File: src/rtl/pad_reader_pkg.sv
// pad_reader_pkg: shared FSM state type, pad bit counts and 50 MHz default timing.
package pad_reader_pkg;
    typedef enum logic [2:0] {IDLE, LATCH, PULSE_LO, PULSE_HI, DONE} state_e;
    localparam int NES_BITS         = 8;
    localparam int SNES_BITS        = 16;
    localparam int DEF_LATCH_CYCLES = 600;
    localparam int DEF_HALF_CYCLES  = 300;
    localparam int DEF_POLL_CYCLES  = 833333;
endpackage

File: src/rtl/pad_shift_chan.sv
// pad_shift_chan: per-pad shift register, previous-frame register and press-edge flags.
// Defining PAD_DEBOUNCE_EN only lets a bit change once two consecutive frames agree.
module pad_shift_chan
    import pad_reader_pkg::*;
#(
    parameter int BITS = NES_BITS
) (
    input  logic            clk,
    input  logic            reset_n,
    input  logic            data_in,
    input  logic            sample,
    input  logic            commit,
    output logic [BITS-1:0] buttons,
    output logic [BITS-1:0] pressed
);
    logic [BITS-1:0] shift_q, shift_d, buttons_q, buttons_d, pressed_q, pressed_d;
`ifdef PAD_DEBOUNCE_EN
    logic [BITS-1:0] prev_q, prev_d, stable;
    logic            primed_q, primed_d;
    always_comb begin
        stable    = ~(shift_q ^ prev_q);
        prev_d    = commit ? shift_q : prev_q;
        primed_d  = primed_q | commit;
        // the first frame after reset only primes the raw history
        buttons_d = (commit && primed_q) ? (shift_q & stable) | (buttons_q & ~stable) : buttons_q;
    end
    always_ff @(posedge clk or negedge reset_n) begin
        if (!reset_n) begin
            prev_q   <= '0;
            primed_q <= 1'b0;
        end else begin
            prev_q   <= prev_d;
            primed_q <= primed_d;
        end
    end
`else
    assign buttons_d = commit ? shift_q : buttons_q;
`endif
    // bit 0 arrives first, so shifting right leaves it at [0] after BITS samples
    always_comb begin
        shift_d   = sample ? {~data_in, shift_q[BITS-1:1]} : shift_q;
        pressed_d = commit ? buttons_d & ~buttons_q : pressed_q;
    end
    always_ff @(posedge clk or negedge reset_n) begin
        if (!reset_n) begin
            shift_q   <= '0;
            buttons_q <= '0;
            pressed_q <= '0;
        end else begin
            shift_q   <= shift_d;
            buttons_q <= buttons_d;
            pressed_q <= pressed_d;
        end
    end
    assign buttons = buttons_q;
    assign pressed = pressed_q;
endmodule

File: src/rtl/pad_reader.sv
// pad_reader: polls NUM_PADS serial game pads over a shared latch/pulse and publishes buttons.
// Optional PAD_DEBOUNCE_EN (see pad_shift_chan) filters single-frame glitches.
module pad_reader
    import pad_reader_pkg::*;
#(
    parameter int NUM_PADS     = 2,
    parameter int BITS         = NES_BITS,
    parameter int LATCH_CYCLES = DEF_LATCH_CYCLES,
    parameter int HALF_CYCLES  = DEF_HALF_CYCLES,
    parameter int POLL_CYCLES  = DEF_POLL_CYCLES
) (
    input  logic                     clk,
    input  logic                     reset_n,
    input  logic                     poll_en,
    input  logic                     poll_now,
    input  logic [NUM_PADS-1:0]      pad_data,
    output logic                     pad_latch,
    output logic                     pad_pulse,
    output logic [NUM_PADS*BITS-1:0] buttons,
    output logic [NUM_PADS*BITS-1:0] pressed,
    output logic                     buttons_valid,
    output logic                     busy
);
    localparam int MAXC = (LATCH_CYCLES > HALF_CYCLES) ? LATCH_CYCLES : HALF_CYCLES;
    localparam int CW   = (MAXC > 1) ? $clog2(MAXC) : 1;
    localparam int PW   = (POLL_CYCLES > 1) ? $clog2(POLL_CYCLES) : 1;
    localparam int IW   = $clog2(BITS);
    localparam logic [CW-1:0] L_LAST   = CW'(LATCH_CYCLES - 1);
    localparam logic [CW-1:0] H_LAST   = CW'(HALF_CYCLES - 1);
    localparam logic [PW-1:0] P_LAST   = PW'(POLL_CYCLES - 1);
    localparam logic [IW-1:0] BIT_LAST = IW'(BITS - 1);

    state_e        state_q, state_d;
    logic [CW-1:0] cnt_q, cnt_d;
    logic [PW-1:0] poll_q, poll_d;
    logic [IW-1:0] idx_q, idx_d;
    logic          req_q, req_d, valid_q, valid_d;
    logic          tick, sample, commit;

    always_comb begin
        state_d = state_q;
        cnt_d   = cnt_q;
        idx_d   = idx_q;
        sample  = 1'b0;
        commit  = 1'b0;
        tick    = poll_en && poll_q == P_LAST;
        poll_d  = (!poll_en || tick) ? '0 : poll_q + 1'b1;
        req_d   = req_q | tick | poll_now;
        case (state_q)
            IDLE: if (req_q) begin
                state_d = LATCH;
                cnt_d   = '0;
                req_d   = 1'b0;
            end
            LATCH: if (cnt_q == L_LAST) begin
                sample  = 1'b1;
                state_d = PULSE_LO;
                cnt_d   = '0;
                idx_d   = IW'(1);
            end else cnt_d = cnt_q + 1'b1;
            PULSE_LO: if (cnt_q == H_LAST) begin
                state_d = PULSE_HI;
                cnt_d   = '0;
            end else cnt_d = cnt_q + 1'b1;
            PULSE_HI: if (cnt_q == H_LAST) begin
                sample  = 1'b1;
                cnt_d   = '0;
                state_d = (idx_q == BIT_LAST) ? DONE : PULSE_LO;
                idx_d   = (idx_q == BIT_LAST) ? idx_q : idx_q + 1'b1;
            end else cnt_d = cnt_q + 1'b1;
            DONE: begin
                commit  = 1'b1;
                state_d = IDLE;
            end
            default: state_d = IDLE;
        endcase
        valid_d = commit;
    end

    always_ff @(posedge clk or negedge reset_n) begin
        if (!reset_n) begin
            state_q <= IDLE;
            cnt_q   <= '0;
            poll_q  <= '0;
            idx_q   <= '0;
            req_q   <= 1'b0;
            valid_q <= 1'b0;
        end else begin
            state_q <= state_d;
            cnt_q   <= cnt_d;
            poll_q  <= poll_d;
            idx_q   <= idx_d;
            req_q   <= req_d;
            valid_q <= valid_d;
        end
    end

    assign pad_latch     = state_q == LATCH;
    assign pad_pulse     = state_q == PULSE_HI;
    assign busy          = state_q != IDLE;
    assign buttons_valid = valid_q;

    for (genvar p = 0; p < NUM_PADS; p++) begin : g_chan
        pad_shift_chan #(.BITS(BITS)) u_chan (
            .clk     (clk),
            .reset_n (reset_n),
            .data_in (pad_data[p]),
            .sample  (sample),
            .commit  (commit),
            .buttons (buttons[p*BITS +: BITS]),
            .pressed (pressed[p*BITS +: BITS])
        );
    end
endmodule

File: config.mk
export PLATFORM = sky130hd
export DESIGN_NAME = pad_reader
export DESIGN_NICKNAME = d
export VERILOG_FILES = /design/src/rtl/pad_reader_pkg.sv /design/src/rtl/pad_shift_chan.sv /design/src/rtl/pad_reader.sv
export SDC_FILE = /design/constraint.sdc
export NUM_CORES = 1
export LEC_CHECK = 0
export BUFFER_PORTS_ARGS = -buffer_cell sky130_fd_sc_hd__buf_2
export CORE_MARGIN = 8
export CORE_UTILIZATION = 58
export CTS_BUF_LIST = sky130_fd_sc_hd__clkbuf_4
export CTS_CLUSTER_SIZE = 25
export DETAILED_ROUTE_END_ITERATION = 8
export PLACE_DENSITY = 0.86
export SETUP_SLACK_MARGIN = 0.15
export SLEW_MARGIN = 0
export SYNTH_ARGS = -nofsm -noshare
export SYNTH_HDL_FRONTEND = slang
export SYNTH_SLANG_ARGS = --single-unit
export TNS_END_PERCENT = 5
File: constraint.sdc
create_clock -name clk -period 4.1 [get_ports clk]
set_clock_uncertainty 0.15 [all_clocks]
set_input_delay 0.82 -clock clk [delete_from_list [all_inputs] [get_ports clk]]
set_output_delay 0.82 -clock clk [all_outputs]
set_load 0.05 [all_outputs]
==> results by stage <==
Logic synthesis:
- The post-synthesis simple-gate area fraction is between 10% and 20%.
- The register bit count reported by yosys is 86.
- The largest area contributor in the synthesized netlist is sky130_fd_sc_hd__dfrtp_1.
- After synthesis the cells add up to 3921 um2.
- Among all flip-flop cells after synthesis, the most frequent one is sky130_fd_sc_hd__dfrtp_1.
- The share of async-settable or async-resettable flops after synthesis is 100.0%.
- The synthesized design contains 0 enable-type register cells.
- The XOR/XNOR share of the synthesized area is 2.457%.
- By area, the combinational part of the netlist is dominated by simple AND/OR/NAND/NOR gates.
- In the post-synthesis netlist, the cell with the most instances is sky130_fd_sc_hd__dfrtp_1.
- Summing the sequential cell areas from Yosys gives roughly 55% of the chip area.
- The cell count after synthesis is about 360.
- When the netlist entered floorplanning its net count stood at 372.
- The post-synthesis compound-gate area fraction is a little under a tenth.
- The number of warnings reported in the yosys synthesis log is 0.
- The share of synthesized area spent on multiplexers is about a tenth.
- The commonest cells after synthesis are 86 x sky130_fd_sc_hd__dfrtp_1, 45 x sky130_fd_sc_hd__nand2_1, 31 x sky130_fd_sc_hd__mux2_2, 27 x sky130_fd_sc_hd__o21ai_0, 17 x sky130_fd_sc_hd__nor2_1.
- Summed over its instances, the top area cell type makes up between 50 and 60% of the synthesized netlist area.
- Summing the areas of all fa, ha and maj instances in the mapped netlist gives 1.595% of the synthesized area.
- Counting distinct cell types in the post-synthesis netlist gives 45.
- In the post-synthesis netlist, the biggest area contributors are sky130_fd_sc_hd__dfrtp_1 55%, sky130_fd_sc_hd__mux2_2 8.9%, sky130_fd_sc_hd__nand2_1 4.3%, sky130_fd_sc_hd__o21ai_0 3.4%, sky130_fd_sc_hd__nand2b_1 2.4%.
- A synthesized cell averages approximately 11 um2.

Place:
- The weighted congestion at the end of routability-driven global placement is ~0.88.
- The HPWL after detailed placement is between 5000 and 6000 um.
- Prior to clock tree synthesis, the placed netlist has a worst setup slack of between 1 and 1.5 ns.
- The instance count after placement with tap cells included is between 400 and 500.
- In this run the tool buffered the top-level ports with between 40 and 50 buffer cells.

Floorplan:
- In this run the core area contains 30 standard-cell rows.
- The y dimension of the die is 98.23 um.
- The core region is around 6700 um2.
- The initial standard-cell utilization of the core is 58.69%.
- Measured along the x axis, the die boundary spans roughly 100 um.
- The number of placed I/O pins is 42.
- The die covers 9648 um2.

STA:
- In the final timing run, aggregate negative setup slack is 0 ns.
- After layout, the worst setup slack is roughly 1.4 ns.
- Derived from the worst setup path, the maximum achievable clock frequency is approximately 370 MHz.
- The slew at the pin closest to its max-slew limit is roughly 1.1 ns.
- The number of endpoints failing setup at the final stage is 0.
- The number of hold violations in the final report was 0.
- Setup repair after global routing left no endpoint under its margin.
- The max-slew violation count came to 0.
- The worst path uses between 60% and 70% of the clock period.
- The time the worst path needs with I/O delays and setup is about 2.7 ns.
- The worst pin sits at a relative slew slack of 29.86%.

Critical path:
- The startpoint identified for the worst register-to-register timing path is poll_q[7].
- On the worst path, the slowest cell contributes a delay of 0.49 ns.
- The number of stages on the worst setup path is 3.
- The kind of end point of the critical path is an output pin.
- The element type at the critical path start is a flip-flop.
- The launch point of the critical path is state_q[2].
- The worst register-to-register path has a depth of 4.
- The maximum net fanout on the critical path is 8.
- The slowest stage of the critical path is the sky130_fd_sc_hd__or3b_2 cell.
- Grouping stages by cell kind, the critical path spends the most delay in simple AND/OR/NAND/NOR gates.
- The destination of the worst register-to-register timing path is poll_q[5].
- The critical path goes through or3b_2, inv_1, buf_2.
- The buffering stage count on the worst path with inverters included is 2.
- In this run the register-to-register setup slack is 1.46 ns.
- The worst setup path is of the flip-flop to output pin kind.
- The endpoint required time on the critical path is between 3 and 4 ns.
- The arrival time of data at the critical path endpoint is 1.73 ns.
- The end point of the critical path is pad_latch.

Detailed routing:
- The detailed-route DRC error count is 0.
- The routed wire length is roughly 7400 um.
- The first routing iteration left approximately 140 violations.
- The iteration count of the initial detailed-routing pass is 4.
- The post-route antenna net violation count is 0.
- Dividing the detail-routed wire length by the instance count gives between 15 and 20 um.
- The number of vias per cell is around 5.7.
- The routed layout has about 2,800 vias.

CTS:
- The root buffer cell chosen for the clock tree is sky130_fd_sc_hd__clkbuf_4.
- Gates resized during post-CTS repair numbered 0.
- The clock tree synthesis step divided the H-tree into 3 levels.
- The count of buffers added by post-CTS timing repair for setup is 0.
- Clock-pin slew was measured on the worst setup and hold paths at 0.14 ns.
- Clock latency on the worst-skew pair, taken at its later pin, is between 0.4 and 0.5 ns.
- Counting every sink on the clock net gives 86.
- The largest buffer count on any clock path is 2.
- The number of clock buffers inserted by TritonCTS is 9.
- TritonCTS built the clock tree.
- After clock tree synthesis, the flow added hold-fix buffers numbering 0.

Min path:
- The type of the tightest min-delay check is flip-flop to flip-flop.

Finish:
- In the final design database the tool counted 410 nets.
- In the final layout, the share of cells above drive strength 1 is about a quarter.
- Excluding fillers, the count of instances in the completed layout stands at ~480.
- The number of antenna diodes in the final layout is 0.
- Relative to the synthesized area, the layout overhead comes to 9.158%.

Run:
- Max-cap violations in this run came to 0.

Power and ir drop:
- The power per unit of standard cell area is ~350 nW/um2.
- The maximum vdd ir drop is approximately 0.00024 V.
- The analysis attributes to cell leakage a power of 2.023 nW.

GRT:
- Across every metal layer, demand over resource in global routing totals roughly 16%.
- The pin count of the biggest net entering global routing is 87.
- The via count of the first global-routing pass came to roughly 2,800.
- The initial antenna violation count is 0.
- The first-pass GRT wire length is roughly 13,000 um.
- After global routing the overflow that remains totals 0.

Status:
- The flow ran to the end, and the final reports show no timing, DRC or antenna violations.
## kinds of logic after synthesis
logic type / after synthesis
AO/OA/AOI/OAI: 60
XOR/XNOR: 11
adder cells (fa/ha/maj): 5
buffers and inverters: 28
flip-flops: 86
multiplexers: 35
AND/OR/NAND/NOR: 136
## registers in the layout (all words and copies together) (netlist names)
name / cells
poll_q: 20
g_chan.u_chan.buttons: 16
g_chan.u_chan.pressed: 16
g_chan.u_chan.shift_q: 16
cnt_q: 10
idx_q: 3
state_q: 3
buttons_valid: 1
req_q: 1
## how the worst min path moves through the flow
stage,start,to,depth (start not counted)
after global routing,pad_data[1],g_chan[1].u_chan.shift_q[7],2
after CTS,g_chan[0].u_chan.pressed[2],g_chan[0].u_chan.pressed[2],2
final,g_chan[0].u_chan.pressed[2],g_chan[0].u_chan.pressed[2],2
after detailed placement,g_chan[1].u_chan.pressed[3],g_chan[1].u_chan.pressed[3],2
after floorplan,poll_q[0],poll_q[0],1
after global placement,g_chan[1].u_chan.pressed[6],g_chan[1].u_chan.pressed[6],2
## routing by layer
metal	vias to the layer above	global-route usage, %	wire length [um]
li1	1353	-	-
met4	0	7.792	198
met3	18	3.983	289
met5	-	0	0
met2	56	27.19	3708
met1	1346	19.49	3161
## worst reg2reg max path, stage by stage (launching register included)
cell and delay [ns]:
sky130_fd_sc_hd__dfrtp_1 0.51, sky130_fd_sc_hd__or4b_1 0.55, sky130_fd_sc_hd__or4_4 0.50, sky130_fd_sc_hd__o21ai_2 0.66, sky130_fd_sc_hd__nor2_1 0.14
## per-stage QoR
stage	utilization, %	instance area (um2)	hold WS, ns	power (mW)
floorplan	-	3921	0.3127	1.015
global placement	62.19	4155	0.3069	1.052
detailed placement	62.19	4155	0.3151	1.064
CTS	64.06	4280	0.3466	1.504
global route	64.06	4280	0.3665	1.560
finish	64.06	4280	0.3381	1.487
## placed cells by master, fill, tap and decap left out, drive strengths merged, types with 3 or more instances in the layout
cell and n:
a21oi 10, a31oi 3, and3 3, and4 4, buf 41, clkbuf 9, clkinv 3, dfrtp 86
ha 5, inv 17, mux2 31, mux2i 4, nand2 46, nand2b 15, nand3 10, nand4 11
nor2 17, o211ai 10, o21ai 28, o31ai 3, or3 11, or4 4, xor2 9
## layout make-up
type	instances	area, um2
Fill cell	517	2401
Sequential cell	86	2152
Multi-Input combinational cell	247	1643
Timing Repair Buffer	41	207.7
Tap cell	80	100.1
Clock buffer	9	67.56
Clock inverter	7	57.56
Inverter	14	52.55
## power by group
| part | leakage [nW] | internal [mW] | total (mW) | switching (mW) |
|---|---|---|---|---|
| Clock | 0.0665 | 0.133 | 0.439 | 0.306 |
| Combinational | 0.788 | 0.0489 | 0.119 | 0.0696 |
| Sequential | 1.17 | 0.881 | 0.930 | 0.0490 |
| Total | 2.02 | 1.06 | 1.49 | 0.424 |
Power figures use the tool's default switching activity.
